**config.mk**
```make
export PLATFORM = sky130hd
export DESIGN_NAME = core_seq_flat
export DESIGN_NICKNAME = d
export VERILOG_FILES = /design/src/rtl/core_seq_if.sv /design/src/rtl/core_seq.sv /design/src/flat_wrapper.sv
export SDC_FILE = /design/constraint.sdc
export NUM_CORES = 1
export LEC_CHECK = 0
export CAP_MARGIN = 20
export CELL_PAD_IN_SITES_DETAIL_PLACEMENT = 2
export CELL_PAD_IN_SITES_GLOBAL_PLACEMENT = 2
export CORE_MARGIN = 5
export CORE_UTILIZATION = 30
export CTS_CLUSTER_SIZE = 25
export DETAILED_ROUTE_END_ITERATION = 6
export GPL_TIMING_DRIVEN = 1
export PLACE_DENSITY_LB_ADDON = 0.1
export SETUP_SLACK_MARGIN = 0.05
export SLEW_MARGIN = 20
export SYNTH_ARGS = -nofsm -noshare
export SYNTH_HDL_FRONTEND = slang
export SYNTH_SLANG_ARGS = --single-unit
```
**constraint.sdc**
```tcl
create_clock -name clk -period 2.4 [get_ports clk]
set_clock_uncertainty 0.2 [all_clocks]
set_input_delay 0.36 -clock clk [delete_from_list [all_inputs] [get_ports clk]]
set_output_delay 0.36 -clock clk [all_outputs]
set_load 0.05 [all_outputs]
```
**src/rtl/core_seq_if.sv**
```systemverilog
// Handshake and control bundle between the core sequencer and the fetch/decode/memory side.
// The master modport is the sequencer's view; slave is the datapath/memory view.
interface core_seq_if #(
   parameter int CNT_WIDTH = 64
);
   logic                 imem_req;
   logic                 imem_ack;
   logic                 ir_we;
   logic [6:0]           ir_opcode;
   logic                 wb_reg_i;
   logic                 csr_wb_i;
   logic                 dmem_req;
   logic                 dmem_we;
   logic                 dmem_ack;
   logic                 pc_we;
   logic                 reg_we;
   logic                 csr_we;
   logic                 halt_req;
   logic                 halted;
   logic [1:0]           err;
   logic [CNT_WIDTH-1:0] retire_cnt;

   modport master (
      output imem_req, ir_we, dmem_req, dmem_we, pc_we, reg_we, csr_we,
             halted, err, retire_cnt,
      input  imem_ack, ir_opcode, wb_reg_i, csr_wb_i, dmem_ack, halt_req
   );

   modport slave (
      input  imem_req, ir_we, dmem_req, dmem_we, pc_we, reg_we, csr_we,
             halted, err, retire_cnt,
      output imem_ack, ir_opcode, wb_reg_i, csr_wb_i, dmem_ack, halt_req
   );
endinterface

```
**src/rtl/core_seq.sv**
```systemverilog
// Multi-cycle core sequencer: fetch -> exec -> (mem) -> write back, with retire
// counting, halt parking, and sticky errors for illegal opcodes and bus timeouts.
module core_seq #(
   parameter int ACK_TIMEOUT = 255,
   parameter int CNT_WIDTH   = 64
) (
   input  logic       clk,
   input  logic       rst,
   core_seq_if.master bus
);
   localparam int                WAIT_W     = (ACK_TIMEOUT < 1) ? 1 : $clog2(ACK_TIMEOUT + 1);
   localparam logic [WAIT_W-1:0] WAIT_LIMIT = WAIT_W'(ACK_TIMEOUT);
   localparam bit                TIMEOUT_EN = (ACK_TIMEOUT != 0);

   localparam logic [6:0] OP_LOAD  = 7'b0000011;
   localparam logic [6:0] OP_STORE = 7'b0100011;
   localparam logic [6:0] LEGAL_OPS [8] = '{
      7'b0110011, 7'b0010011, 7'b1100011, 7'b0110111,
      7'b0010111, 7'b1101111, 7'b1100111, 7'b1110011
   };

   localparam logic [1:0] ERR_NONE = 2'b00;
   localparam logic [1:0] ERR_ILL  = 2'b01;
   localparam logic [1:0] ERR_IMEM = 2'b10;
   localparam logic [1:0] ERR_DMEM = 2'b11;

   typedef enum logic [2:0] {
      S_FETCH = 3'd0,
      S_EXEC  = 3'd1,
      S_MEM   = 3'd2,
      S_WB    = 3'd3,
      S_HALT  = 3'd4
   } state_t;

   state_t               state_reg,  state_next;
   logic [WAIT_W-1:0]    wait_reg,   wait_next;
   logic [1:0]           err_reg,    err_next;
   logic [CNT_WIDTH-1:0] cnt_reg,    cnt_next;
   logic                 store_reg,  store_next;

   logic [7:0]           legal_hit;
   logic                 op_mem;
   logic                 op_legal;
   logic [WAIT_W-1:0]    wait_inc;
   logic                 timeout_hit;

   // Opcode classification against the table of register/branch/jump/system ops.
   genvar gi;
   generate
      for (gi = 0; gi < 8; gi++) begin : g_legal
         assign legal_hit[gi] = (bus.ir_opcode == LEGAL_OPS[gi]);
      end
   endgenerate

   assign op_legal    = |legal_hit;
   assign op_mem      = (bus.ir_opcode == OP_LOAD) || (bus.ir_opcode == OP_STORE);
   assign wait_inc    = wait_reg + WAIT_W'(1);
   // The count that would be reached this cycle; an ack in the same cycle takes priority.
   assign timeout_hit = TIMEOUT_EN && (wait_inc == WAIT_LIMIT);

   always_ff @(posedge clk) begin
      if (rst) begin
         state_reg <= S_FETCH;
      end else begin
         state_reg <= state_next;
      end
   end

   always_comb begin
      state_next = state_reg;
      case (state_reg)
         S_FETCH: begin
            if (bus.imem_ack) begin
               state_next = S_EXEC;
            end else if (timeout_hit) begin
               state_next = S_HALT;
            end
         end
         S_EXEC: begin
            if (op_mem) begin
               state_next = S_MEM;
            end else if (op_legal) begin
               state_next = S_WB;
            end else begin
               state_next = S_HALT;
            end
         end
         S_MEM: begin
            if (bus.dmem_ack) begin
               state_next = S_WB;
            end else if (timeout_hit) begin
               state_next = S_HALT;
            end
         end
         S_WB: begin
            state_next = bus.halt_req ? S_HALT : S_FETCH;
         end
         S_HALT: begin
            if ((err_reg == ERR_NONE) && !bus.halt_req) begin
               state_next = S_FETCH;
            end
         end
         default: state_next = S_FETCH;
      endcase
   end

   always_comb begin
      bus.imem_req = 1'b0;
      bus.ir_we    = 1'b0;
      bus.dmem_req = 1'b0;
      bus.dmem_we  = 1'b0;
      bus.pc_we    = 1'b0;
      bus.reg_we   = 1'b0;
      bus.csr_we   = 1'b0;
      bus.halted   = 1'b0;
      if (!rst) begin
         case (state_reg)
            S_FETCH: begin
               bus.imem_req = 1'b1;
               bus.ir_we    = bus.imem_ack;
            end
            S_MEM: begin
               bus.dmem_req = 1'b1;
               bus.dmem_we  = store_reg;
            end
            S_WB: begin
               bus.pc_we  = 1'b1;
               bus.reg_we = bus.wb_reg_i;
               bus.csr_we = bus.csr_wb_i;
            end
            S_HALT: begin
               bus.halted = 1'b1;
            end
            default: ;
         endcase
      end
   end

   assign bus.err        = rst ? ERR_NONE : err_reg;
   assign bus.retire_cnt = rst ? '0 : cnt_reg;

   // Wait counter, sticky error, retire counter and the latched store flag.
   always_comb begin
      wait_next  = wait_reg;
      err_next   = err_reg;
      cnt_next   = cnt_reg;
      store_next = store_reg;
      case (state_reg)
         S_FETCH: begin
            if (!bus.imem_ack) begin
               if (timeout_hit) begin
                  err_next = ERR_IMEM;
               end else if (TIMEOUT_EN) begin
                  wait_next = wait_inc;
               end
            end
         end
         S_EXEC: begin
            wait_next  = '0;
            store_next = (bus.ir_opcode == OP_STORE);
            if (!op_mem && !op_legal) begin
               err_next = ERR_ILL;
            end
         end
         S_MEM: begin
            if (!bus.dmem_ack) begin
               if (timeout_hit) begin
                  err_next = ERR_DMEM;
               end else if (TIMEOUT_EN) begin
                  wait_next = wait_inc;
               end
            end
         end
         S_WB: begin
            wait_next = '0;
            cnt_next  = cnt_reg + CNT_WIDTH'(1);
         end
         S_HALT: begin
            wait_next = '0;
         end
         default: ;
      endcase
   end

   always_ff @(posedge clk) begin
      if (rst) begin
         wait_reg  <= '0;
         err_reg   <= ERR_NONE;
         cnt_reg   <= '0;
         store_reg <= 1'b0;
      end else begin
         wait_reg  <= wait_next;
         err_reg   <= err_next;
         cnt_reg   <= cnt_next;
         store_reg <= store_next;
      end
   end
endmodule
```
**src/flat_wrapper.sv**
```systemverilog
// flat-port wrapper written by rule: the top's interface ports become plain ports
module core_seq_flat 
#(
   parameter int ACK_TIMEOUT = 255,
   parameter int CNT_WIDTH   = 64
)
  (clk, rst, bus_imem_req, bus_ir_we, bus_dmem_req, bus_dmem_we, bus_pc_we, bus_reg_we, bus_csr_we, bus_halted, bus_err, bus_retire_cnt, bus_imem_ack, bus_ir_opcode, bus_wb_reg_i, bus_csr_wb_i, bus_dmem_ack, bus_halt_req);
  core_seq_if #(.CNT_WIDTH(CNT_WIDTH)) bus_i ();
  input  logic clk;
  input  logic rst;
  output wire logic [$bits(bus_i.imem_req)-1:0] bus_imem_req;
  output wire logic [$bits(bus_i.ir_we)-1:0] bus_ir_we;
  output wire logic [$bits(bus_i.dmem_req)-1:0] bus_dmem_req;
  output wire logic [$bits(bus_i.dmem_we)-1:0] bus_dmem_we;
  output wire logic [$bits(bus_i.pc_we)-1:0] bus_pc_we;
  output wire logic [$bits(bus_i.reg_we)-1:0] bus_reg_we;
  output wire logic [$bits(bus_i.csr_we)-1:0] bus_csr_we;
  output wire logic [$bits(bus_i.halted)-1:0] bus_halted;
  output wire logic [$bits(bus_i.err)-1:0] bus_err;
  output wire logic [$bits(bus_i.retire_cnt)-1:0] bus_retire_cnt;
  input wire logic [$bits(bus_i.imem_ack)-1:0] bus_imem_ack;
  input wire logic [$bits(bus_i.ir_opcode)-1:0] bus_ir_opcode;
  input wire logic [$bits(bus_i.wb_reg_i)-1:0] bus_wb_reg_i;
  input wire logic [$bits(bus_i.csr_wb_i)-1:0] bus_csr_wb_i;
  input wire logic [$bits(bus_i.dmem_ack)-1:0] bus_dmem_ack;
  input wire logic [$bits(bus_i.halt_req)-1:0] bus_halt_req;
  assign bus_imem_req = bus_i.imem_req;
  assign bus_ir_we = bus_i.ir_we;
  assign bus_dmem_req = bus_i.dmem_req;
  assign bus_dmem_we = bus_i.dmem_we;
  assign bus_pc_we = bus_i.pc_we;
  assign bus_reg_we = bus_i.reg_we;
  assign bus_csr_we = bus_i.csr_we;
  assign bus_halted = bus_i.halted;
  assign bus_err = bus_i.err;
  assign bus_retire_cnt = bus_i.retire_cnt;
  assign bus_i.imem_ack = bus_imem_ack;
  assign bus_i.ir_opcode = bus_ir_opcode;
  assign bus_i.wb_reg_i = bus_wb_reg_i;
  assign bus_i.csr_wb_i = bus_csr_wb_i;
  assign bus_i.dmem_ack = bus_dmem_ack;
  assign bus_i.halt_req = bus_halt_req;
  core_seq #(.ACK_TIMEOUT(ACK_TIMEOUT), .CNT_WIDTH(CNT_WIDTH)) u_core (.clk(clk), .rst(rst), .bus(bus_i));
endmodule
```
* Word level (Yosys, flattened, before mapping) *
Index checks and enable logic that the tools add are counted.

storage, ports and cells
  register bits after elaboration = 78

operators by class
  $add $sub $neg = 2
  equality and inequality tests = 21
  mux-type cells = 36
  reduce and logical (&&, ||, !) cells = 14

operators by type and width
  operator                                        number
  adder 64 x 1 -> 64 bit (second input constant)  1
  2-to-1 mux 64 bit                               1
  == test 7 bit (second input constant)           4
  2-to-1 mux 8 bit                                3
  one-hot mux 8 bit (3 select lines)              1
  == test 7 x 6 -> 1 bit (second input constant)  3
  2-to-1 mux 3 bit                                7
  2-to-1 mux 1 bit                                16
  one-hot mux 3 bit (5 select lines)              1
  == test 7 x 5 -> 1 bit (second input constant)  2
  2-to-1 mux 2 bit                                6
  adder 8 x 1 -> 8 bit (second input constant)    1
  == test 8 bit (second input constant)           1
  != test 2 x 1 -> 1 bit (second input constant)  4
  OR reduction 8 bit                              1
  == test 7 x 2 -> 1 bit (second input constant)  1
  == test 3 x 2 -> 1 bit (second input constant)  2
  one-hot mux 2 bit (3 select lines)              1
  AND reduction 6 bit                             1
  nonzero test 3 bit                              2
  != test 2 bit (second input constant)           2
  == test 3 x 1 -> 1 bit (second input constant)  1
  == test 3 bit (second input constant)           1
  zero test 1 bit                                 3
  other kinds (6)                                 7

* Depth between registers and ports, before layout *
Gate-level depths: netlist of the first run.

  depth in word-level cells = 6
  gate-level depth with buffers = 8

* Worst setup path before layout of the first run *
Ideal clock, no wire load.

  kind = register to register
  start = register u_core.state_reg[1]
  end = register u_core.state_reg[2]
  library setup time = 67 ps
  arrival time = 2440 ps
  required time = 2133 ps
  slack = -307 ps
  cell stages (with the launch flop) = 8
  path buffers = 2
  clock period less this slack = 2707 ps
  cells stage by stage = dfxtp_1 > buf_6 > or2_1 > buf_2 > nor3b_1 > o21a_1 > o22ai_1 > nand3_1

between the ends
  longest elaborated chain between the ends = 2

ends and longest elaborated chain
  item                                                                          line            RTL
  from (decl)                                                                   core_seq.sv:35  state_t state_reg, state_next;
  from (signal assigned)                                                        core_seq.sv:65  state_reg <= state_next;
  == test 3 bit (tied with other cells)                                         core_seq.sv:71  case (state_reg)
  one-hot mux 3 bit (5 select lines) or != test 2 x 1 -> 1 bit (tied branches)  -

Several ways; a longest one is shown, not always the timed one.
A chain may end at the register's enable or synchronous reset.

* Final worst setup path of the first run *
  start = register u_core.state_reg[2]
  end = output bus_dmem_we

between the ends
  longest elaborated chain between the ends = 3

ends and longest elaborated chain
  item                    line                RTL
  == test 3 x 2 -> 1 bit  core_seq.sv:117     case (state_reg)
  2-to-1 mux 1 bit        core_seq.sv:117
  2-to-1 mux 1 bit        core_seq.sv:116     if (!rst) begin
  to (decl)               flat_wrapper.sv:14  output wire logic [$bits(bus_i.dmem_we)-1:0] bus_dmem_we;

No other way between the ends.

==> metrics.md, run 1 <==
| Metric | Value |
|---|---|
| Worst-case reg-to-reg path depth | `6` |
| Top achievable clock speed | `436 MHz` |
| Core Region | `around 15000 um^2` |
| Synthesized netlist cell count | `between 500 and 600` |
| RSZ-0062 raised after global routing | `false` |
| # fillers | `~1600` |
| Critical Path RT | `1840 ps` |
| Main combinational cell family by area after synthesis | `simple AND/OR/NAND/NOR gates` |
| Post-DRT Antenna Nets | `0` |
| Leak | `about 2.4 nW` |
| Per-cell routed wire length | `around 17 um` |
| Logic pwr share | `7.7%` |
| CTS H-tree lvls | `3` |
| ANT cells | `0` |
| Netlist cell types | `54` |
| Post-synthesis mux area share | `4.71%` |
| Final Hold Fails | `0` |
| Slew Viols, Final | `0` |
| Clock share of power | `between 40% and 50%` |
| Reg2reg start | `u_core.cnt_reg[22]$_SDFFE_PP0N_` |
| Flop-to-flop setup slack | `around 180 ps` |
| DP Area | `roughly 5900 um^2` |
| Status | `finished clean` |
| Crit Path Class | `reg2out` |
| Commonest non-fill, non-tap cell in the layout | `buf_4` |
| PortBufs | `between 80 and 90` |
| Initial antenna violation count | `0` |
| CP peak stage delay | `380 ps` |
| Fin nets | `~680` |
| I/O pins | `88` |
| Tot GR Track Use | `roughly 17%` |
| Setup TNS | `0 ps` |
| Share of post-route cells with drive strength above 1 | `roughly a quarter` |
| Final setup fails | `0` |
| Clock transition at path regs | `60 ps` |
| Die Ht | `132 um` |
| Root buf cell | `clkbuf_16` |
| Hold-fix buffers, CTS | `0` |
| DRT Pass-1 Iters | `4` |
| Crit share post-route | `95.5%` |
| Hpwl dp | `approximately 11000 um` |
| CP startpoint kind | `flip-flop` |
| Drt drc | `0` |
| Die ar. | `roughly 18000 um^2` |
| Worst-path fanout max | `9` |
| Final Instance Area | `6190 um^2` |
| Pwr/cell area | `471 nW/um^2` |
| Total number of vias | `4461` |
| Compound-Gate Fraction of Synth Area | `10.0%` |
| Most frequent cells in the layout | `buf_4, dfxtp_1, nor2_1` |
| Synth Flop Type | `dfxtp_1` |
| Syn avg cell area | `8.08 um^2` |
| Vias in the first global route | `between 4000 and 5000` |
| Hold Path Class | `in2reg` |
| Sw Share | `about a quarter` |
| Die Width | `between 100 and 150 um` |
| Post-synth EDFFs | `0` |
| Largest register FFs | `64` |
| Worst EP arrival | `~1700 ps` |
| Synth-to-Final Area Change | `37.9%` |
| Largest net degree at the start of global routing | `80` |
| Worst path slowest cell | `or2_2` |
| R2r endpoint | `u_core.cnt_reg[59]$_SDFFE_PP0N_` |
| Synth warn | `0` |
| Row count | `44` |
| Async set-reset flop share out of synthesis | `0%` |
| Slew margin rel. | `roughly three fifths` |
| Sequential share of power | `45.3%` |
| Critical path cell sequence | `buf_4, or2_2, nor2b_2, and2_2, buf_12` |
| Total gr overflow | `0` |
| Num CTS Buffers | `9` |
| First-pass GRT wire length | `approximately 25000 um` |
| Max-cap viol count | `0` |
| CP endpoint kind | `output pin` |
| CTS tree | `built` |
| GPL Wtd Cong | `a little under 0.8` |
| Worst slew pin tran | `614 ps` |
| #FFs+latches synth | `78` |
| Clock Latency Late Sink | `about 330 ps` |
| Overall routed net length | `approximately 15000 um` |
| Syn Nets | `573` |
| Starting DRC count in detailed routing | `~140` |
| Post-Synth XOR/XNOR Area | `roughly 6%` |
| Minimum clock period | `~2300 ps` |
| Net switching power figure | `0.694 mW` |
| Crit. Startpoint | `u_core.state_reg[2]$_SDFFE_PP0P_` |
| Post-synthesis sequential area ratio | `between 30% and 40%` |
| Simple-gate share of the synthesized area | `39.1%` |
| Internal power | `2.22 mW` |
| Clock Path Buffers | `2` |
| Vias per cell | `5.26` |
| Critical Path Sink | `bus_dmem_we` |
| Number of clock sinks | `78` |
| Max VDD drop | `around 270 uV` |
| Adder-cell share of the synthesized area | `less than 1%` |
| Syn Std Cell Area | `4490 um^2` |
| Starting Density | `around 31%` |
==> critical path: cells and delay by family (launching register included) <==
family,cells,cell delay (ps)
simple gates,3,790
flops,1,310
buf+inv,2,300
==> synthesized netlist by cell type, types with 17 or more instances <==
master	instances	area share [%]
o21ai_0	17	1.9
nor3_1	19	2.1
nand2_1	25	2.1
nor2b_1	65	9.1
a21oi_1	22	2.5
mux2_2	17	4.3
xor2_1	28	5.5
nor2_1	70	5.9
nand4_1	21	2.9
nand3_1	26	2.9
clkbuf_1	18	1.5
dfxtp_1	78	35
==> how the worst min path moves through the flow <==
stage	startpoint	to	cells past startpoint
finish	rst	u_core.state_reg[1]$_SDFFE_PP0P_	3
global route	rst	u_core.state_reg[1]$_SDFFE_PP0P_	3
CTS	rst	u_core.state_reg[1]$_SDFFE_PP0P_	3
detailed placement	u_core.cnt_reg[48]$_SDFFE_PP0N_	u_core.cnt_reg[48]$_SDFFE_PP0N_	2
global placement	u_core.cnt_reg[48]$_SDFFE_PP0N_	u_core.cnt_reg[48]$_SDFFE_PP0N_	2
floorplan	u_core.store_reg$_SDFFE_PP0P_	u_core.store_reg$_SDFFE_PP0P_	2
==> metal layers <==
layer	GRT usage, %	up-vias	wire length (um)
li1	-	2169	-
met1	21.1	2225	6480
met2	29.3	61	7540
met3	3.44	6	480
met4	4.19	0	111
met5	0	-	0
==> per-stage QoR <==
stage / instances / worst slack (ps) / utilization [%] / power (mW) / hold slack [ps]
3_5_place_dp: 833 / 22.0 / 40.2 / 1.57 / 284
6_report: 848 / 107 / 42.5 / 2.92 / 241
4_1_cts: 848 / 64.3 / 42.2 / 2.97 / 227
3_3_place_gp: 833 / 108 / 40.2 / 1.56 / 262
5_1_grt: 848 / 55.8 / 42.5 / 3.03 / 248
2_1_floorplan: 556 / 19.9 / - / 1.48 / 245
==> kinds of logic (layout without fill, tap and decap cells) <==
kind of cell	after synthesis	in the layout
flip-flops	78	78
multiplexers	19	19
buffers and inverters	47	155
XOR/XNOR	31	31
AND/OR/NAND/NOR	308	308
adder cells (fa/ha/maj)	3	3
AO/OA/AOI/OAI	70	70
==> area by class of cell <==
cell class | count | area [um^2] | area share [%]
clock buffers | 11 | 243 | 3.92
clock inverters | 4 | 47.5 | 0.768
inverters | 15 | 56.3 | 0.909
multi-input cells | 431 | 2770 | 44.7
flip-flops and latches | 78 | 1570 | 25.3
well taps | 184 | 230 | 3.72
repair buffers | 125 | 1280 | 20.7
==> power groups by stage <==
stage | combinational [mW] | sequential [mW] | clock [mW]
2_1_floorplan | 0.135 | 1.34 | 0
3_3_place_gp | 0.217 | 1.35 | 0
3_5_place_dp | 0.225 | 1.35 | 0
4_1_cts | 0.226 | 1.32 | 1.42
5_1_grt | 0.247 | 1.32 | 1.46
6_report | 0.226 | 1.32 | 1.37
==> what timing repair did <==
action	CTS	global route
endpoints found under the setup margin	2	19
gates cloned	0	0
resized for setup	1	12
buffers inserted	0	0
Note: power is estimated with default switching activity, not from simulation.
==> run 2: changes to the inputs <==
--- a/config.mk
+++ b/config.mk
@@ -10,6 +10,7 @@
 export CELL_PAD_IN_SITES_GLOBAL_PLACEMENT = 2
 export CORE_MARGIN = 5
 export CORE_UTILIZATION = 30
+export CTS_CLUSTER_DIAMETER = 50
 export CTS_CLUSTER_SIZE = 25
 export DETAILED_ROUTE_END_ITERATION = 6
 export GPL_TIMING_DRIVEN = 1
==> results of run 2 <==
Final layout, timing and power as in run 1 (identical DEF).
